--- config.mk ---
export PLATFORM = sky130hd
export DESIGN_NAME = cte_rgb2yuv422_stream
export DESIGN_NICKNAME = d
export VERILOG_FILES = /design/src/rtl/cte_rgb2yuv422_stream.sv
export SDC_FILE = /design/constraint.sdc
export NUM_CORES = 1
export LEC_CHECK = 0
export CORE_MARGIN = 2
export CORE_UTILIZATION = 65
export CTS_CLUSTER_DIAMETER = 200
export CTS_CLUSTER_SIZE = 28
export DETAILED_ROUTE_END_ITERATION = 10
export GPL_ROUTABILITY_DRIVEN = 0
export PLACE_DENSITY = 0.9
export SYNTH_ARGS = -nofsm -noshare
export SYNTH_HDL_FRONTEND = slang
export SYNTH_SLANG_ARGS = --single-unit
--- constraint.sdc ---
create_clock -name clk -period 9.1 [get_ports clk]
set_input_delay 2.73 -clock clk [delete_from_list [all_inputs] [get_ports clk]]
set_output_delay 2.73 -clock clk [all_outputs]
set_load 0.05 [all_outputs]
--- src/rtl/cte_rgb2yuv422_stream.sv ---
// cte_rgb2yuv422_stream: RGB pixel stream to 4:2:2 YUV word stream (U,Y0,V,Y1), ready/valid on both sides.
// Ports: clk, reset (async active-low); in_valid/in_ready/rgb_in {R,G,B}/in_last;
// out_valid/out_ready/yuv_out/out_tag (0=U,1=Y0,2=V,3=Y1)/out_last (Y1 of final pair).
// Define CTE_CHROMA_AVG_EN to average U/V over both pixels of a pair instead of taking the even pixel.
module cte_rgb2yuv422_stream #(
  parameter int W = 8,
  parameter int DEPTH = 4
) (
  input  logic           clk,
  input  logic           reset,
  input  logic           in_valid,
  output logic           in_ready,
  input  logic [3*W-1:0] rgb_in,
  input  logic           in_last,
  output logic           out_valid,
  input  logic           out_ready,
  output logic [W-1:0]   yuv_out,
  output logic [1:0]     out_tag,
  output logic           out_last
);
  localparam int PW = (DEPTH > 1) ? $clog2(DEPTH) : 1;
  localparam int CW = PW + 2;
  localparam int SW = W + 11;
  localparam int EW = 4 * W + 1;
  localparam logic [2:0] S_U = 3'd0, S_Y0 = 3'd1, S_V = 3'd2, S_Y1 = 3'd3, IDLE = 3'd4;
  localparam logic [PW-1:0] PLAST = PW'(DEPTH - 1);
  localparam logic [CW-1:0] DEP = CW'(DEPTH);
  localparam logic signed [SW-1:0] HALF = SW'(128);
  localparam logic signed [SW-1:0] HALF2 = SW'(256);
  localparam logic signed [SW-1:0] YMAX = SW'((1 << W) - 1);
  localparam logic signed [SW-1:0] CMAX = SW'((1 << (W - 1)) - 1);
  localparam logic signed [SW-1:0] CMIN = SW'(-(1 << (W - 1)));
  typedef logic [2:0][W+9:0] prod_t;
  function automatic prod_t mul3(input logic [3*W-1:0] p, input logic signed [9:0] kr, kg, kb);
    logic signed [W+9:0] r, g, b;
    r = {10'b0, p[3*W-1:2*W]};
    g = {10'b0, p[2*W-1:W]};
    b = {10'b0, p[W-1:0]};
    return {r * kr, g * kg, b * kb};
  endfunction
  function automatic logic signed [SW-1:0] sum3(input prod_t p);
    return SW'($signed(p[2])) + SW'($signed(p[1])) + SW'($signed(p[0]));
  endfunction
  function automatic logic [W-1:0] sat_y(input logic signed [SW-1:0] r);
    return r[SW-1] ? '0 : (r > YMAX) ? YMAX[W-1:0] : r[W-1:0];
  endfunction
  function automatic logic [W-1:0] sat_c(input logic signed [SW-1:0] r);
    return (r < CMIN) ? CMIN[W-1:0] : (r > CMAX) ? CMAX[W-1:0] : r[W-1:0];
  endfunction
  logic           alive, has_even, v1, l1, v2;
  logic [3*W-1:0] even_px, pe_px;
  prod_t          pye, pue, pve, pyo;
`ifdef CTE_CHROMA_AVG_EN
  prod_t          puo, pvo;
`endif
  logic [W-1:0]   cu, cv;
  logic [EW-1:0]  d2, head;
  logic [EW-1:0]  mem [DEPTH];
  logic [PW-1:0]  wp, rp;
  logic [CW-1:0]  count, occ;
  logic [2:0]     state;
  logic           acc, launch, pop;
  // A pending even pixel already holds its pair slot, so its odd partner is always accepted.
  assign occ = count + CW'(v1) + CW'(v2);
  assign in_ready = alive & (has_even | (occ < DEP));
  assign acc = in_valid & in_ready;
  assign launch = acc & (has_even | in_last);
  assign pe_px = has_even ? even_px : rgb_in;
  assign pop = out_valid & out_ready & (state == S_Y1);
`ifdef CTE_CHROMA_AVG_EN
  assign cu = sat_c((sum3(pue) + sum3(puo) + HALF2) >>> 9);
  assign cv = sat_c((sum3(pve) + sum3(pvo) + HALF2) >>> 9);
`else
  assign cu = sat_c((sum3(pue) + HALF) >>> 8);
  assign cv = sat_c((sum3(pve) + HALF) >>> 8);
`endif
  assign head = mem[rp];
  assign out_valid = ~state[2];
  assign out_tag = state[1:0];
  assign out_last = (state == S_Y1) & head[EW-1];
  assign yuv_out = !out_valid ? '0 : (out_tag == 2'd0) ? head[3*W +: W] :
                   (out_tag == 2'd1) ? head[2*W +: W] : (out_tag == 2'd2) ? head[W +: W] : head[0 +: W];
  always_ff @(posedge clk) begin
    if (v2) mem[wp] <= d2;
  end
  always_ff @(posedge clk or negedge reset) begin
    if (!reset) begin
      alive <= 1'b0;
      has_even <= 1'b0;
      even_px <= '0;
      v1 <= 1'b0;
      l1 <= 1'b0;
      pye <= '0;
      pue <= '0;
      pve <= '0;
      pyo <= '0;
`ifdef CTE_CHROMA_AVG_EN
      puo <= '0;
      pvo <= '0;
`endif
      v2 <= 1'b0;
      d2 <= '0;
      wp <= '0;
      rp <= '0;
      count <= '0;
      state <= IDLE;
    end else begin
      alive <= 1'b1;
      if (acc) begin
        has_even <= ~has_even & ~in_last;
        if (!has_even) even_px <= rgb_in;
      end
      v1 <= launch;
      if (launch) begin
        l1 <= in_last;
        pye <= mul3(pe_px, 10'sd77, 10'sd150, 10'sd29);
        pue <= mul3(pe_px, -10'sd43, -10'sd85, 10'sd128);
        pve <= mul3(pe_px, 10'sd128, -10'sd107, -10'sd21);
        pyo <= mul3(rgb_in, 10'sd77, 10'sd150, 10'sd29);
`ifdef CTE_CHROMA_AVG_EN
        puo <= mul3(rgb_in, -10'sd43, -10'sd85, 10'sd128);
        pvo <= mul3(rgb_in, 10'sd128, -10'sd107, -10'sd21);
`endif
      end
      v2 <= v1;
      if (v1) d2 <= {l1, cu, sat_y((sum3(pye) + HALF) >>> 8), cv, sat_y((sum3(pyo) + HALF) >>> 8)};
      if (v2) wp <= (wp == PLAST) ? '0 : wp + 1'b1;
      if (pop) rp <= (rp == PLAST) ? '0 : rp + 1'b1;
      count <= count + CW'(v2) - CW'(pop);
      // A pair pushed while the last one pops continues straight into S_U without a bubble.
      state <= (state == IDLE) ? ((count != '0) ? S_U : IDLE) :
               !out_ready ? state :
               (state != S_Y1) ? state + 3'd1 :
               ((count > CW'(1)) || v2) ? S_U : IDLE;
    end
  end
endmodule

==> qor.txt <==
N_diodes: 0
Worst-skew pair later-pin latency: 0.54 ns
Final Hold Vio Count: 0
Post-synthesis async set-or-reset flop share: 63.3%
Vias: 19300
Cts bufs inserted: 16
RSZ-0062 raised after global routing: false
CTS tree: yes
Post-synth EDFFs: 132
Routed WL per cell: 19.4 microns
M1 GR Usage: 36.8%
Starting Density: 65.9%
Area leader, netlist: ha_1
R2r worst-path depth: 18
Clock sinks: 360
Share of cells above drive strength 1: 4.46%
Max clock buf depth: 3
Crit path buf inv count: 4
CP peak stage delay: 0.63 ns
Post-DRT Antenna Nets: 0
Final setup fails: 0
Yosys top cell area share: 22.6%
Largest cells by area after synthesis: ha_1 23%, dfrtp_1 21%, edfxtp_1 14%, fa_1 9.4%, inv_1 4.9%
Boundary pin count: 42
Resized cells post-CTS: 0
Die area: 44300 sq um
Delay-heaviest family, CP: adder cells
GR met2 Demand/Resource: 49.0%
GRT Resource Usage Total: 28.6%
Hold Path Depth: 2
Congestion Overflow GR: 0
Die Y: 210 microns
Drt drc: 0
Top-count cell post-synth: ha_1
Largest net degree at the start of global routing: 113
Final period util: 83.1%
Post-synthesis adder-cell area fraction: 32.0%
Post-synthesis register bit count: 360
Most common flop cell mapped by yosys: dfrtp_1
DP HPWL: 47700 microns
FP Rows: 75
Max transition margin: 36.2%
Vias in the first global route: 20300
Startpoint types: input pin
Ys Warns: 0
DR iter-0 viols: 1533
Main combinational cell family by area after synthesis: adder cells
Max Slew Vio Count: 0
Simple-gate share of the synthesized area: 8.05%
IO buf count: 41
Vias per cell: 6.11
Worst EP arrival: 7.98 ns
Crit. End Element: flop
Post-synthesis mux area share: 4.42%
Worst path required time: 9.52 ns
Initial antenna violation count: 0
Sequential area share after synthesis: 34.9%
Layout area overhead: 5.23%
Post-Syn Area: 27700 sq um
Die X: 210 microns
Xor/xnor cell area share of the yosys netlist: 3.83%
Nets: 3278
Post-CTS Hold Buffers: 0
Tightest Pin Transition: 0.958 ns
Status: finished, final reports clean
Post-synth top cells: 500 x ha_1, 359 x inv_1, 282 x nand2_1
Core footprint: 42000 sq um
Postcts setup bufs: 0
Number of detailed-route iterations in the first pass: 5
CTS H-tree lvls: 1
TNS Setup: 0 ns
Syn Nets: 3258
Crit path depth: 18
M3 GR Usage: 3.96%
Top achievable clock speed: 132 MHz
Max FO, Critical Path: 6
Critical path, cell by cell: clkdlybuf4s50_1 -> mux2i_1 -> inv_1 -> ha_1 -> fa_1 -> inv_1 -> fa_1 -> inv_1 -> ha_1 -> ha_1 -> a21o_1 -> a21oi_1 -> o21bai_1 -> a21oi_1 -> o21bai_1 -> a31oi_1 -> mux2i_1 -> nand3_1
Worst Skew: 0.0358 ns
Average size of a mapped cell: 10.7 sq um
CTS root buffer: clkbuf_16
Unique cell type count in the Yosys netlist: 86
First-pass GRT wire length: 101000 microns
Worst Hold Class: reg -> reg
Detailed Route WL: 61500 microns
Kind of critical path: in -> reg
Maxcap violations: 0
Synth Instances: 2599
CP max stage cell: mux2i_1
Busiest grt layer: met2
Post-route minimum period: 7.56 ns
Compound-gate portion of the synthesized area: 10.8%
Clock-pin slew on the worst setup and hold paths: 0.11 ns
## metal layers
| metal | share of wire [%] | vias to the layer above |
|---|---|---|
| li1 | - | 8959 |
| met1 | 40 | 9517 |
| met2 | 49 | 660 |
| met3 | 6.5 | 204 |
| met4 | 4.8 | 0 |
| met5 | 0 | - |
## state kept, by name, summed over array words and instances, names as in the netlist, 2 cells and up
| register | cells |
|---|---|
| pye | 40 |
| mem | 132 |
| count | 4 |
| rp | 2 |
| state | 3 |
| wp | 2 |
| pve | 36 |
| pue | 36 |
| d2 | 33 |
| pyo | 43 |
| even_px | 24 |
## area by class of cell
type                            instances  area [sq um]
Multi-Input combinational cell       1814         16400
Timing Repair Buffer                   66           603
Tap cell                              539           674
Clock inverter                          1          30.0
Clock buffer                           24           452
Fill cell                            2778         12900
Inverter                              361          1360
Sequential cell                       360          9670
## cells by family (layout without fill, tap and decap cells)
| family | Yosys count | in the layout |
|---|---|---|
| fa+ha+maj | 630 | 630 |
| simple gates | 508 | 508 |
| compound gates | 474 | 474 |
| buf+inv | 425 | 452 |
| flops | 360 | 360 |
| xor+xnor | 121 | 121 |
| mux | 80 | 80 |
| other cells | 1 | 1 |
## cells in the final DEF, fill, tap and decap left out, types with 3 or more instances in the layout
master | Yosys | final
mux2_2 | 7 | 7
and3_1 | 8 | 8
a21o_1 | 51 | 51
xor2_1 | 36 | 36
o21bai_1 | 27 | 27
and2_1 | 9 | 9
a32oi_1 | 14 | 14
a2111oi_0 | 3 | 3
nor2_1 | 80 | 80
a211oi_1 | 3 | 3
clkdlybuf4s50_1 | 0 | 40
inv_1 | 359 | 359
nor3_1 | 37 | 37
clkbuf_16 | 0 | 17
o21ai_0 | 170 | 170
xnor2_1 | 85 | 85
nor2b_1 | 9 | 9
fa_1 | 130 | 130
nand2_1 | 282 | 282
a21oi_1 | 111 | 111
nor3b_1 | 5 | 5
mux4_2 | 33 | 33
nand2b_1 | 11 | 11
a31oi_1 | 18 | 18
nand3_1 | 34 | 34
or2_2 | 3 | 3
edfxtp_1 | 132 | 132
clkbuf_1 | 29 | 7
o31ai_1 | 12 | 12
o22a_1 | 13 | 13
ha_1 | 500 | 500
o21a_1 | 8 | 8
nor4_1 | 4 | 4
dfrtp_1 | 227 | 226
buf_4 | 6 | 25
o211ai_1 | 4 | 4
o21ai_2 | 4 | 4
nand4_1 | 4 | 4
mux2i_1 | 39 | 39
or3_1 | 6 | 6
## per-stage QoR
stage / hold WS, ns / setup WS, ns / utilization [%] / cell area [sq um] / cells
floorplan: 0.431 / 2.35 / - / 27700 / 2599
global placement: 0.462 / 1.32 / 68.2 / 28700 / 3140
detailed placement: 0.469 / 1.03 / 68.2 / 28700 / 3140
CTS: 0.493 / 1.58 / 69.3 / 29100 / 3165
global route: 0.525 / 1.26 / 69.3 / 29100 / 3165
finish: 0.494 / 1.54 / 69.3 / 29100 / 3165
## worst paths after layout
check | from | end | slack (ns)
min | pyo[36] | pyo[36] | 0.49
max | rgb_in[5] | pve[14] | 1.54
max in group asynchronous | reset | rp[0] | 5.44
min in group asynchronous | reset | pyo[39] | 2.20
min reg2reg | pyo[36] | pyo[36] | 0.49
max reg2reg | has_even | pve[14] | 3.10
## worst reg2reg max path, delay by kind of cell, from the launching register on
family	cells	cell delay [ns]
and+or+nand+nor	1	0.10
muxes	2	0.90
DFF	1	0.77
buffers and inverters	4	0.92
AOI/OAI and AO/OA	6	1.17
adders and majority gates	5	2.06
Power is left out: the tool's default activity adds up to more than one toggle a clock period on the data nets, which glitch-free logic cannot reach.
